**src/rtl/posit_batch_sequencer_if.sv**
```systemverilog
// Memory (s2 ports of mem0/mem1) and posit-core handshake bundle for posit_batch_sequencer.
// master = sequencer side, slave = memories + arithmetic core side.
interface posit_batch_sequencer_if #(
  parameter int POSIT_WIDTH = 32,
  parameter int ADDR_WIDTH  = 12
);
  logic [ADDR_WIDTH-1:0]  mem0_address;
  logic                   mem0_chipselect;
  logic                   mem0_clken;
  logic                   mem0_write;
  logic [7:0]             mem0_writedata;
  logic [7:0]             mem0_readdata;
  logic [ADDR_WIDTH-1:0]  mem1_address;
  logic                   mem1_chipselect;
  logic                   mem1_clken;
  logic                   mem1_write;
  logic [7:0]             mem1_writedata;
  logic [7:0]             mem1_readdata;
  logic                   op_valid;
  logic                   op_ready;
  logic [POSIT_WIDTH-1:0] num1;
  logic [POSIT_WIDTH-1:0] num2;
  logic                   res_valid;
  logic [POSIT_WIDTH-1:0] result;

  modport master (
    output mem0_address, mem0_chipselect, mem0_clken, mem0_write, mem0_writedata,
    output mem1_address, mem1_chipselect, mem1_clken, mem1_write, mem1_writedata,
    output op_valid, num1, num2,
    input  mem0_readdata, mem1_readdata, op_ready, res_valid, result
  );

  modport slave (
    input  mem0_address, mem0_chipselect, mem0_clken, mem0_write, mem0_writedata,
    input  mem1_address, mem1_chipselect, mem1_clken, mem1_write, mem1_writedata,
    input  op_valid, num1, num2,
    output mem0_readdata, mem1_readdata, op_ready, res_valid, result
  );
endinterface

```
**src/rtl/posit_batch_sequencer.sv**
```systemverilog
// Batch sequencer: streams posit operand pairs from mem0/mem1 through one core, writes results to mem0.
// Optional watchdog on the ISSUE/WAIT stall enabled by defining POSIT_SEQ_TIMEOUT_EN.
module posit_batch_sequencer #(
  parameter int POSIT_WIDTH    = 32,
  parameter int ADDR_WIDTH     = 12,
  parameter int MEM_RD_LAT     = 1,
  parameter int CNT_WIDTH      = 16,
  parameter int TIMEOUT_CYCLES = 4096
) (
  input  logic                  clock,
  input  logic                  reset,
  input  logic                  start,
  input  logic                  abort,
  input  logic [CNT_WIDTH-1:0]  count,
  posit_batch_sequencer_if.master bus,
  output logic                  busy,
  output logic                  completed,
  output logic                  error,
  output logic [CNT_WIDTH-1:0]  done_count
);
  localparam int          B         = POSIT_WIDTH / 8;
  localparam int          FETCH_LEN = B + MEM_RD_LAT;
  localparam int          PH_W      = $clog2(FETCH_LEN + 1);
  localparam logic [63:0] MAXN      = (64'd1 << ADDR_WIDTH) / 64'(B);

  typedef enum logic [2:0] {
    S_IDLE, S_FETCH, S_ISSUE, S_WAIT, S_WRITE, S_NEXT, S_DONE
  } state_t;

  state_t                 state_r;
  logic                   start_r, start_d_r;
  logic [CNT_WIDTH-1:0]   count_r, done_r;
  logic [ADDR_WIDTH-1:0]  base_r, addr0_r, addr1_r;
  logic [PH_W-1:0]        phase_r;
  logic                   cs0_r, cs1_r, we_r, opv_r;
  logic                   busy_r, completed_r, error_r;
  logic [7:0]             wd_r;
  logic [POSIT_WIDTH-1:0] num1_r, num2_r, res_r;
  logic                   edge_s, abort_s, timeout_s;

  // Start edge qualification and batch termination request
  always_comb begin
    edge_s  = 1'b0;
    abort_s = 1'b0;
    if (start_r && !start_d_r && !abort) begin
      edge_s = 1'b1;
    end else begin
      edge_s = 1'b0;
    end
    if (state_r != S_IDLE) begin
      abort_s = abort | timeout_s;
    end else begin
      abort_s = 1'b0;
    end
  end

`ifdef POSIT_SEQ_TIMEOUT_EN
  localparam int WD_W = $clog2(TIMEOUT_CYCLES + 1);
  logic [WD_W-1:0] wd_cnt_r, wd_cur_s;
  state_t          wd_state_r;
  logic            stall_s;

  // Stall age: zero on the first cycle of each ISSUE/WAIT entry
  always_comb begin
    stall_s  = (state_r == S_ISSUE) || (state_r == S_WAIT);
    wd_cur_s = {WD_W{1'b0}};
    if (state_r != wd_state_r) begin
      wd_cur_s = {WD_W{1'b0}};
    end else begin
      wd_cur_s = wd_cnt_r;
    end
    timeout_s = stall_s && (wd_cur_s == WD_W'(TIMEOUT_CYCLES - 1));
  end

  // Watchdog counter
  always_ff @(posedge clock or posedge reset) begin
    if (reset) begin
      wd_cnt_r   <= {WD_W{1'b0}};
      wd_state_r <= S_IDLE;
    end else begin
      wd_state_r <= state_r;
      if (stall_s) begin
        wd_cnt_r <= wd_cur_s + WD_W'(1);
      end else begin
        wd_cnt_r <= {WD_W{1'b0}};
      end
    end
  end
`else
  // No watchdog: ISSUE/WAIT may stall indefinitely
  always_comb begin
    timeout_s = 1'b0;
  end
`endif

  // Sequencer FSM with all outputs registered
  always_ff @(posedge clock or posedge reset) begin
    if (reset) begin
      state_r     <= S_IDLE;
      start_r     <= 1'b0;
      start_d_r   <= 1'b0;
      count_r     <= {CNT_WIDTH{1'b0}};
      done_r      <= {CNT_WIDTH{1'b0}};
      base_r      <= {ADDR_WIDTH{1'b0}};
      addr0_r     <= {ADDR_WIDTH{1'b0}};
      addr1_r     <= {ADDR_WIDTH{1'b0}};
      phase_r     <= {PH_W{1'b0}};
      cs0_r       <= 1'b0;
      cs1_r       <= 1'b0;
      we_r        <= 1'b0;
      opv_r       <= 1'b0;
      busy_r      <= 1'b0;
      completed_r <= 1'b0;
      error_r     <= 1'b0;
      wd_r        <= 8'h00;
      num1_r      <= {POSIT_WIDTH{1'b0}};
      num2_r      <= {POSIT_WIDTH{1'b0}};
      res_r       <= {POSIT_WIDTH{1'b0}};
    end else begin
      start_r   <= start;
      start_d_r <= start_r;
      if (abort_s) begin
        // External abort wins over the watchdog; only a timeout reports completion
        state_r     <= S_IDLE;
        busy_r      <= 1'b0;
        cs0_r       <= 1'b0;
        cs1_r       <= 1'b0;
        we_r        <= 1'b0;
        opv_r       <= 1'b0;
        error_r     <= 1'b1;
        completed_r <= timeout_s & ~abort;
      end else begin
        case (state_r)
          S_IDLE: begin
            if (edge_s) begin
              if (64'(count) > MAXN) begin
                error_r     <= 1'b1;
                completed_r <= 1'b1;
              end else if (count == {CNT_WIDTH{1'b0}}) begin
                error_r     <= 1'b0;
                completed_r <= 1'b1;
                done_r      <= {CNT_WIDTH{1'b0}};
              end else begin
                error_r     <= 1'b0;
                completed_r <= 1'b0;
                done_r      <= {CNT_WIDTH{1'b0}};
                busy_r      <= 1'b1;
                count_r     <= count;
                base_r      <= {ADDR_WIDTH{1'b0}};
                addr0_r     <= {ADDR_WIDTH{1'b0}};
                addr1_r     <= {ADDR_WIDTH{1'b0}};
                cs0_r       <= 1'b1;
                cs1_r       <= 1'b1;
                phase_r     <= {PH_W{1'b0}};
                state_r     <= S_FETCH;
              end
            end else begin
              state_r <= S_IDLE;
            end
          end
          S_FETCH: begin
            // Bytes arrive LSB first; shifting right leaves byte 0 at the bottom
            if (phase_r >= PH_W'(MEM_RD_LAT)) begin
              num1_r <= POSIT_WIDTH'({bus.mem0_readdata, num1_r} >> 8);
              num2_r <= POSIT_WIDTH'({bus.mem1_readdata, num2_r} >> 8);
            end else begin
              num1_r <= num1_r;
            end
            if (int'(phase_r) + 1 < B) begin
              addr0_r <= base_r + ADDR_WIDTH'(phase_r) + ADDR_WIDTH'(1);
              addr1_r <= base_r + ADDR_WIDTH'(phase_r) + ADDR_WIDTH'(1);
            end else begin
              cs0_r <= 1'b0;
              cs1_r <= 1'b0;
            end
            if (phase_r == PH_W'(FETCH_LEN - 1)) begin
              opv_r   <= 1'b1;
              state_r <= S_ISSUE;
            end else begin
              phase_r <= phase_r + PH_W'(1);
            end
          end
          S_ISSUE: begin
            if (opv_r && bus.op_ready) begin
              opv_r   <= 1'b0;
              state_r <= S_WAIT;
            end else begin
              state_r <= S_ISSUE;
            end
          end
          S_WAIT: begin
            if (bus.res_valid) begin
              wd_r    <= bus.result[7:0];
              res_r   <= bus.result >> 8;
              addr0_r <= base_r;
              cs0_r   <= 1'b1;
              we_r    <= 1'b1;
              phase_r <= {PH_W{1'b0}};
              state_r <= S_WRITE;
            end else begin
              state_r <= S_WAIT;
            end
          end
          S_WRITE: begin
            if (int'(phase_r) + 1 < B) begin
              addr0_r <= base_r + ADDR_WIDTH'(phase_r) + ADDR_WIDTH'(1);
              wd_r    <= res_r[7:0];
              res_r   <= res_r >> 8;
              phase_r <= phase_r + PH_W'(1);
            end else begin
              cs0_r   <= 1'b0;
              we_r    <= 1'b0;
              state_r <= S_NEXT;
            end
          end
          S_NEXT: begin
            done_r <= done_r + CNT_WIDTH'(1);
            if (done_r + CNT_WIDTH'(1) == count_r) begin
              state_r <= S_DONE;
            end else begin
              base_r  <= base_r + ADDR_WIDTH'(B);
              addr0_r <= base_r + ADDR_WIDTH'(B);
              addr1_r <= base_r + ADDR_WIDTH'(B);
              cs0_r   <= 1'b1;
              cs1_r   <= 1'b1;
              phase_r <= {PH_W{1'b0}};
              state_r <= S_FETCH;
            end
          end
          S_DONE: begin
            busy_r      <= 1'b0;
            completed_r <= 1'b1;
            state_r     <= S_IDLE;
          end
          default: begin
            busy_r  <= 1'b0;
            cs0_r   <= 1'b0;
            cs1_r   <= 1'b0;
            we_r    <= 1'b0;
            opv_r   <= 1'b0;
            state_r <= S_IDLE;
          end
        endcase
      end
    end
  end

  assign bus.mem0_address    = addr0_r;
  assign bus.mem0_chipselect = cs0_r;
  assign bus.mem0_clken      = busy_r;
  assign bus.mem0_write      = we_r;
  assign bus.mem0_writedata  = wd_r;
  assign bus.mem1_address    = addr1_r;
  assign bus.mem1_chipselect = cs1_r;
  assign bus.mem1_clken      = busy_r;
  assign bus.mem1_write      = 1'b0;
  assign bus.mem1_writedata  = 8'h00;
  assign bus.op_valid        = opv_r;
  assign bus.num1            = num1_r;
  assign bus.num2            = num2_r;
  assign busy                = busy_r;
  assign completed           = completed_r;
  assign error               = error_r;
  assign done_count          = done_r;
endmodule
```
**src/flat_wrapper.sv**
```systemverilog
// flat-port wrapper written by rule: the top's interface ports become plain ports
module posit_batch_sequencer_flat 
#(
  parameter int POSIT_WIDTH    = 32,
  parameter int ADDR_WIDTH     = 12,
  parameter int MEM_RD_LAT     = 1,
  parameter int CNT_WIDTH      = 16,
  parameter int TIMEOUT_CYCLES = 4096
)
  (clock, reset, start, abort, count, busy, completed, error, done_count, bus_mem0_address, bus_mem0_chipselect, bus_mem0_clken, bus_mem0_write, bus_mem0_writedata, bus_mem1_address, bus_mem1_chipselect, bus_mem1_clken, bus_mem1_write, bus_mem1_writedata, bus_op_valid, bus_num1, bus_num2, bus_mem0_readdata, bus_mem1_readdata, bus_op_ready, bus_res_valid, bus_result);
  posit_batch_sequencer_if #(.POSIT_WIDTH(POSIT_WIDTH), .ADDR_WIDTH(ADDR_WIDTH)) bus_i ();
  input  logic clock;
  input  logic reset;
  input  logic start;
  input  logic abort;
  input  logic [CNT_WIDTH-1:0] count;
  output logic busy;
  output logic completed;
  output logic error;
  output logic [CNT_WIDTH-1:0] done_count;
  output wire logic [$bits(bus_i.mem0_address)-1:0] bus_mem0_address;
  output wire logic [$bits(bus_i.mem0_chipselect)-1:0] bus_mem0_chipselect;
  output wire logic [$bits(bus_i.mem0_clken)-1:0] bus_mem0_clken;
  output wire logic [$bits(bus_i.mem0_write)-1:0] bus_mem0_write;
  output wire logic [$bits(bus_i.mem0_writedata)-1:0] bus_mem0_writedata;
  output wire logic [$bits(bus_i.mem1_address)-1:0] bus_mem1_address;
  output wire logic [$bits(bus_i.mem1_chipselect)-1:0] bus_mem1_chipselect;
  output wire logic [$bits(bus_i.mem1_clken)-1:0] bus_mem1_clken;
  output wire logic [$bits(bus_i.mem1_write)-1:0] bus_mem1_write;
  output wire logic [$bits(bus_i.mem1_writedata)-1:0] bus_mem1_writedata;
  output wire logic [$bits(bus_i.op_valid)-1:0] bus_op_valid;
  output wire logic [$bits(bus_i.num1)-1:0] bus_num1;
  output wire logic [$bits(bus_i.num2)-1:0] bus_num2;
  input wire logic [$bits(bus_i.mem0_readdata)-1:0] bus_mem0_readdata;
  input wire logic [$bits(bus_i.mem1_readdata)-1:0] bus_mem1_readdata;
  input wire logic [$bits(bus_i.op_ready)-1:0] bus_op_ready;
  input wire logic [$bits(bus_i.res_valid)-1:0] bus_res_valid;
  input wire logic [$bits(bus_i.result)-1:0] bus_result;
  assign bus_mem0_address = bus_i.mem0_address;
  assign bus_mem0_chipselect = bus_i.mem0_chipselect;
  assign bus_mem0_clken = bus_i.mem0_clken;
  assign bus_mem0_write = bus_i.mem0_write;
  assign bus_mem0_writedata = bus_i.mem0_writedata;
  assign bus_mem1_address = bus_i.mem1_address;
  assign bus_mem1_chipselect = bus_i.mem1_chipselect;
  assign bus_mem1_clken = bus_i.mem1_clken;
  assign bus_mem1_write = bus_i.mem1_write;
  assign bus_mem1_writedata = bus_i.mem1_writedata;
  assign bus_op_valid = bus_i.op_valid;
  assign bus_num1 = bus_i.num1;
  assign bus_num2 = bus_i.num2;
  assign bus_i.mem0_readdata = bus_mem0_readdata;
  assign bus_i.mem1_readdata = bus_mem1_readdata;
  assign bus_i.op_ready = bus_op_ready;
  assign bus_i.res_valid = bus_res_valid;
  assign bus_i.result = bus_result;
  posit_batch_sequencer #(.POSIT_WIDTH(POSIT_WIDTH), .ADDR_WIDTH(ADDR_WIDTH), .MEM_RD_LAT(MEM_RD_LAT), .CNT_WIDTH(CNT_WIDTH), .TIMEOUT_CYCLES(TIMEOUT_CYCLES)) u_core (.clock(clock), .reset(reset), .start(start), .abort(abort), .count(count), .bus(bus_i), .busy(busy), .completed(completed), .error(error), .done_count(done_count));
endmodule
```
**config.mk**
```make
export PLATFORM = sky130hd
export DESIGN_NAME = posit_batch_sequencer_flat
export DESIGN_NICKNAME = d
export VERILOG_FILES = /design/src/rtl/posit_batch_sequencer_if.sv /design/src/rtl/posit_batch_sequencer.sv /design/src/flat_wrapper.sv
export SDC_FILE = /design/constraint.sdc
export NUM_CORES = 1
export LEC_CHECK = 0
export CAP_MARGIN = 20
export CELL_PAD_IN_SITES_DETAIL_PLACEMENT = 1
export CELL_PAD_IN_SITES_GLOBAL_PLACEMENT = 1
export CORE_MARGIN = 2
export CORE_UTILIZATION = 42
export DETAILED_ROUTE_END_ITERATION = 10
export HOLD_SLACK_MARGIN = 0.12
export PLACE_DENSITY = 0.81
export SLEW_MARGIN = 20
export SYNTH_ARGS = -nofsm -noshare
export SYNTH_HDL_FRONTEND = slang
export SYNTH_SLANG_ARGS = --single-unit
export TNS_END_PERCENT = 100
```
**constraint.sdc**
```tcl
create_clock -name clock -period 11 [get_ports clock]
set_clock_uncertainty 0.1 [all_clocks]
set_input_delay 2.75 -clock clock [delete_from_list [all_inputs] [get_ports clock]]
set_output_delay 2.75 -clock clock [all_outputs]
set_load 0.01 [all_outputs]
```
==> flow_metrics.env <==
export IMPL_status="finished clean"
export IMPL_power_share_clock_pct=31.7
export IMPL_synthArstFlopShare_pct=100
export IMPL_cts_inserted_buffers=17
export IMPL_clock_path_buffers=2
export IMPL_r2r_slack_ns=6.86
export IMPL_setup_slack_ns=5.05
export IMPL_initial_core_util_pct=43.0
export IMPL_grt_pass1_vias=7829
export IMPL_synth_top_area_share_pct=48.7
export IMPL_rsz0062_at_grt="no"
export IMPL_synth_edff_count=0
export IMPL_synth_seq_cells=177
export IMPL_switching_share_pct=33.2
export IMPL_wire_per_inst_um=20.0
export IMPL_ant_nets=0
export IMPL_whs_path_depth=0
export IMPL_nets=1128
export IMPL_die_area_um2=22900
export IMPL_report_final_slew_viol_count=0
export IMPL_yosysUniqueCellTypes=72
export IMPL_p_leak_nw=5.15
export IMPL_finalSetupTns_ns=0
export IMPL_min_period_over_period_pct=54.1
export IMPL_clkLatencyLatePin_ns=0.43
export IMPL_die_width_um=151
export IMPL_holdBufCountCts=0
export IMPL_syn_inst=892
export IMPL_gp_congestion=0.834
export IMPL_finalHoldViolCount=0
export IMPL_pin_count=200
export IMPL_setup_violations=0
export IMPL_p_sw_mw=0.646
export IMPL_hpwl_mm=18.5
export IMPL_crit_fanout=18
export IMPL_fmax_mhz=168
export IMPL_die_height_um=151
export IMPL_rr_startpoint="u_core.state_r[2]"
export IMPL_intPower_mw=1.30
export IMPL_seqPwrFrac_pct=42.3
export IMPL_fill_cells=2306
export IMPL_period_needed_ns=5.95
export IMPL_cts_tree="built"
export IMPL_via_per_inst=5.56
export IMPL_first_pass_iters=5
export IMPL_totalWireLength_mm=26.8
export IMPL_post_cts_buffers=0
export IMPL_clockRootBuffer="clkbuf_16"
export IMPL_antenna_found_initial=1
export IMPL_reg2reg_to="u_core.bus.mem1_address[0]"
export IMPL_yosysTopAreaCell="dfrtp_1"
export IMPL_hold_end="u_core.start_d_r"
export IMPL_portBuffers=190
export IMPL_placementRows=53
export IMPL_synth_most_common_cell="dfrtp_1"
export IMPL_yosys_warnings=0
export IMPL_arrival_ns=6.17
export IMPL_gr_usage_all_layers_pct=23.8
export IMPL_synth_common_cells="dfrtp_1, nand2_1, mux2_2"
export IMPL_area_growth_pct=29.5
export IMPL_relSlewSlack_pct=22.9
export IMPL_layout_drive_gt1_share_pct=14.4
export IMPL_min_from="u_core.start_r"
export IMPL_cts_resized_gates=0
export IMPL_peakVddDrop_uv=84.1
export IMPL_hold_path_class="reg -> reg"
export IMPL_core_area_um2=21200
export IMPL_p_total_mw=1.94
export IMPL_path_class="in -> reg"
export IMPL_worst_pin_slew_ns=1.15
export IMPL_syn_area_um2=9100
export IMPL_htreeDepth=4
export IMPL_drt_iter0_drc=360
export IMPL_place_ws_ns=4.59
export IMPL_start_kind="input pin"
export IMPL_maxCapViolCount=0
export IMPL_grt_max_degree=114
export IMPL_clock_sinks=177
export IMPL_power_density_nw_per_um2=165
export IMPL_yosysSeqAreaShare_pct=48.7
export IMPL_postSynthAreaPerCell_um2=10.2
export IMPL_grt_overflow_total=0
export IMPL_r2r_cells=9
export IMPL_grt_first_pass_wirelength_mm=42.6
export IMPL_crit_required_ns=11.22
export IMPL_vias=7451
export IMPL_drc=0
export IMPL_clkTransAtPathRegs_ns=0.08
export IMPL_yosys_most_used_dff="dfrtp_1"
export IMPL_synthTopCellsByArea="dfrtp_1, mux2_2, nand2_1"
export IMPL_pwr_share_comb_pct=26.1
export IMPL_worst_setup_path_end_kind="flop"
export IMPL_post_route_util_pct=55.7
cells by family after synthesis:
logic type      share of synthesized area (%)
compound gates                           12.9
xor+xnor                                 3.66
fa+ha+maj                                1.10
buf+inv                                  4.41
flops                                    48.7
mux                                      13.8
other cells                            0.0412
simple gates                             15.5
state kept, by name, summed over array words and instances, names as in the netlist:
| signal | cells |
|---|---|
| u_core.bus.num1 | 32 |
| u_core.bus.mem0_address | 12 |
| u_core.count_r | 16 |
| u_core.error | 1 |
| u_core.bus.mem0_writedata | 8 |
| u_core.base_r | 10 |
| u_core.state_r | 3 |
| u_core.done_count | 16 |
| u_core.res_r | 24 |
| u_core.start_r | 1 |
| u_core.bus.op_valid | 1 |
| u_core.bus.num2 | 32 |
| u_core.start_d_r | 1 |
| u_core.bus.mem0_clken | 1 |
| u_core.bus.mem1_address | 12 |
| u_core.bus.mem1_chipselect | 1 |
| u_core.completed | 1 |
| u_core.bus.mem0_write | 1 |
| u_core.phase_r | 3 |
| u_core.bus.mem0_chipselect | 1 |
stage by stage:
step,area (um^2),hold slack (ns),std cells
5_1_grt,11800,0.345,1339
2_1_floorplan,9130,0.255,900
3_5_place_dp,11200,0.338,1306
3_3_place_gp,11200,0.326,1306
6_report,11800,0.351,1339
4_1_cts,11800,0.356,1338
power groups by stage:
stage | Sequential, mW | Clock [mW] | Combinational [mW]
after detailed placement | 0.834 | 0 | 0.503
final | 0.822 | 0.615 | 0.507
after floorplan | 0.841 | 0 | 0.272
after CTS | 0.822 | 0.629 | 0.509
after global placement | 0.828 | 0 | 0.488
after global routing | 0.836 | 0.660 | 0.557
routing by layer:
layer | global-route usage [%] | vias up | wire length, um
met5 | 0 | - | 0
met1 | 30.6 | 3763 | 11200
met2 | 39.8 | 187 | 13400
met3 | 4.76 | 52 | 1360
li1 | - | 3449 | -
met4 | 9.21 | 0 | 813
how the worst max path moves through the flow:
stage,cells past startpoint,from,slack (ns),endpoint
floorplan,1,reset,3.35,u_core.base_r[10]
global placement,9,count[0],4.72,u_core.bus.mem1_address[9]
detailed placement,9,count[0],4.59,u_core.bus.mem1_address[10]
CTS,9,count[0],5.04,u_core.bus.mem1_address[0]
global route,9,count[0],4.73,u_core.bus.mem1_address[10]
finish,9,count[0],5.05,u_core.bus.mem1_address[0]
final cells by class:
cell class                      count  area (um^2)  area share [%]
Antenna cell                        1         2.50          0.0212
Clock buffer                       17          425            3.61
Clock inverter                     15          194            1.65
Inverter                           19         78.8           0.669
Multi-Input combinational cell    634         4320            36.7
Sequential cell                   177         4430            37.6
Tap cell                          275          344            2.92
Timing Repair Buffer              201         1980            16.8
critical path, cell delays in order:
cell             delay (ns)
clkdlybuf4s50_1        0.45
nor4_1                 0.37
nand3_1                0.17
xor2_1                 0.19
nand3_1                0.65
o21ai_2                0.39
o21ai_4                0.13
or4_4                  0.69
mux2_4                 0.36
cells in the final DEF (no fill, tap or decap), types with 10 or more instances in the layout:
cell type,n
buf_4,11
xnor2_1,21
mux2i_1,10
a21oi_1,27
inv_1,18
a31oi_1,32
nand3_1,29
o211ai_1,12
nor2_1,75
o21ai_0,67
clkbuf_16,17
xor2_1,17
dfrtp_1,177
nand2b_1,11
mux2_2,78
nor3_1,11
nand2_1,104
mux2_1,15
clkdlybuf4s50_1,190
No activity file was read; power rests on OpenSTA's default activity.
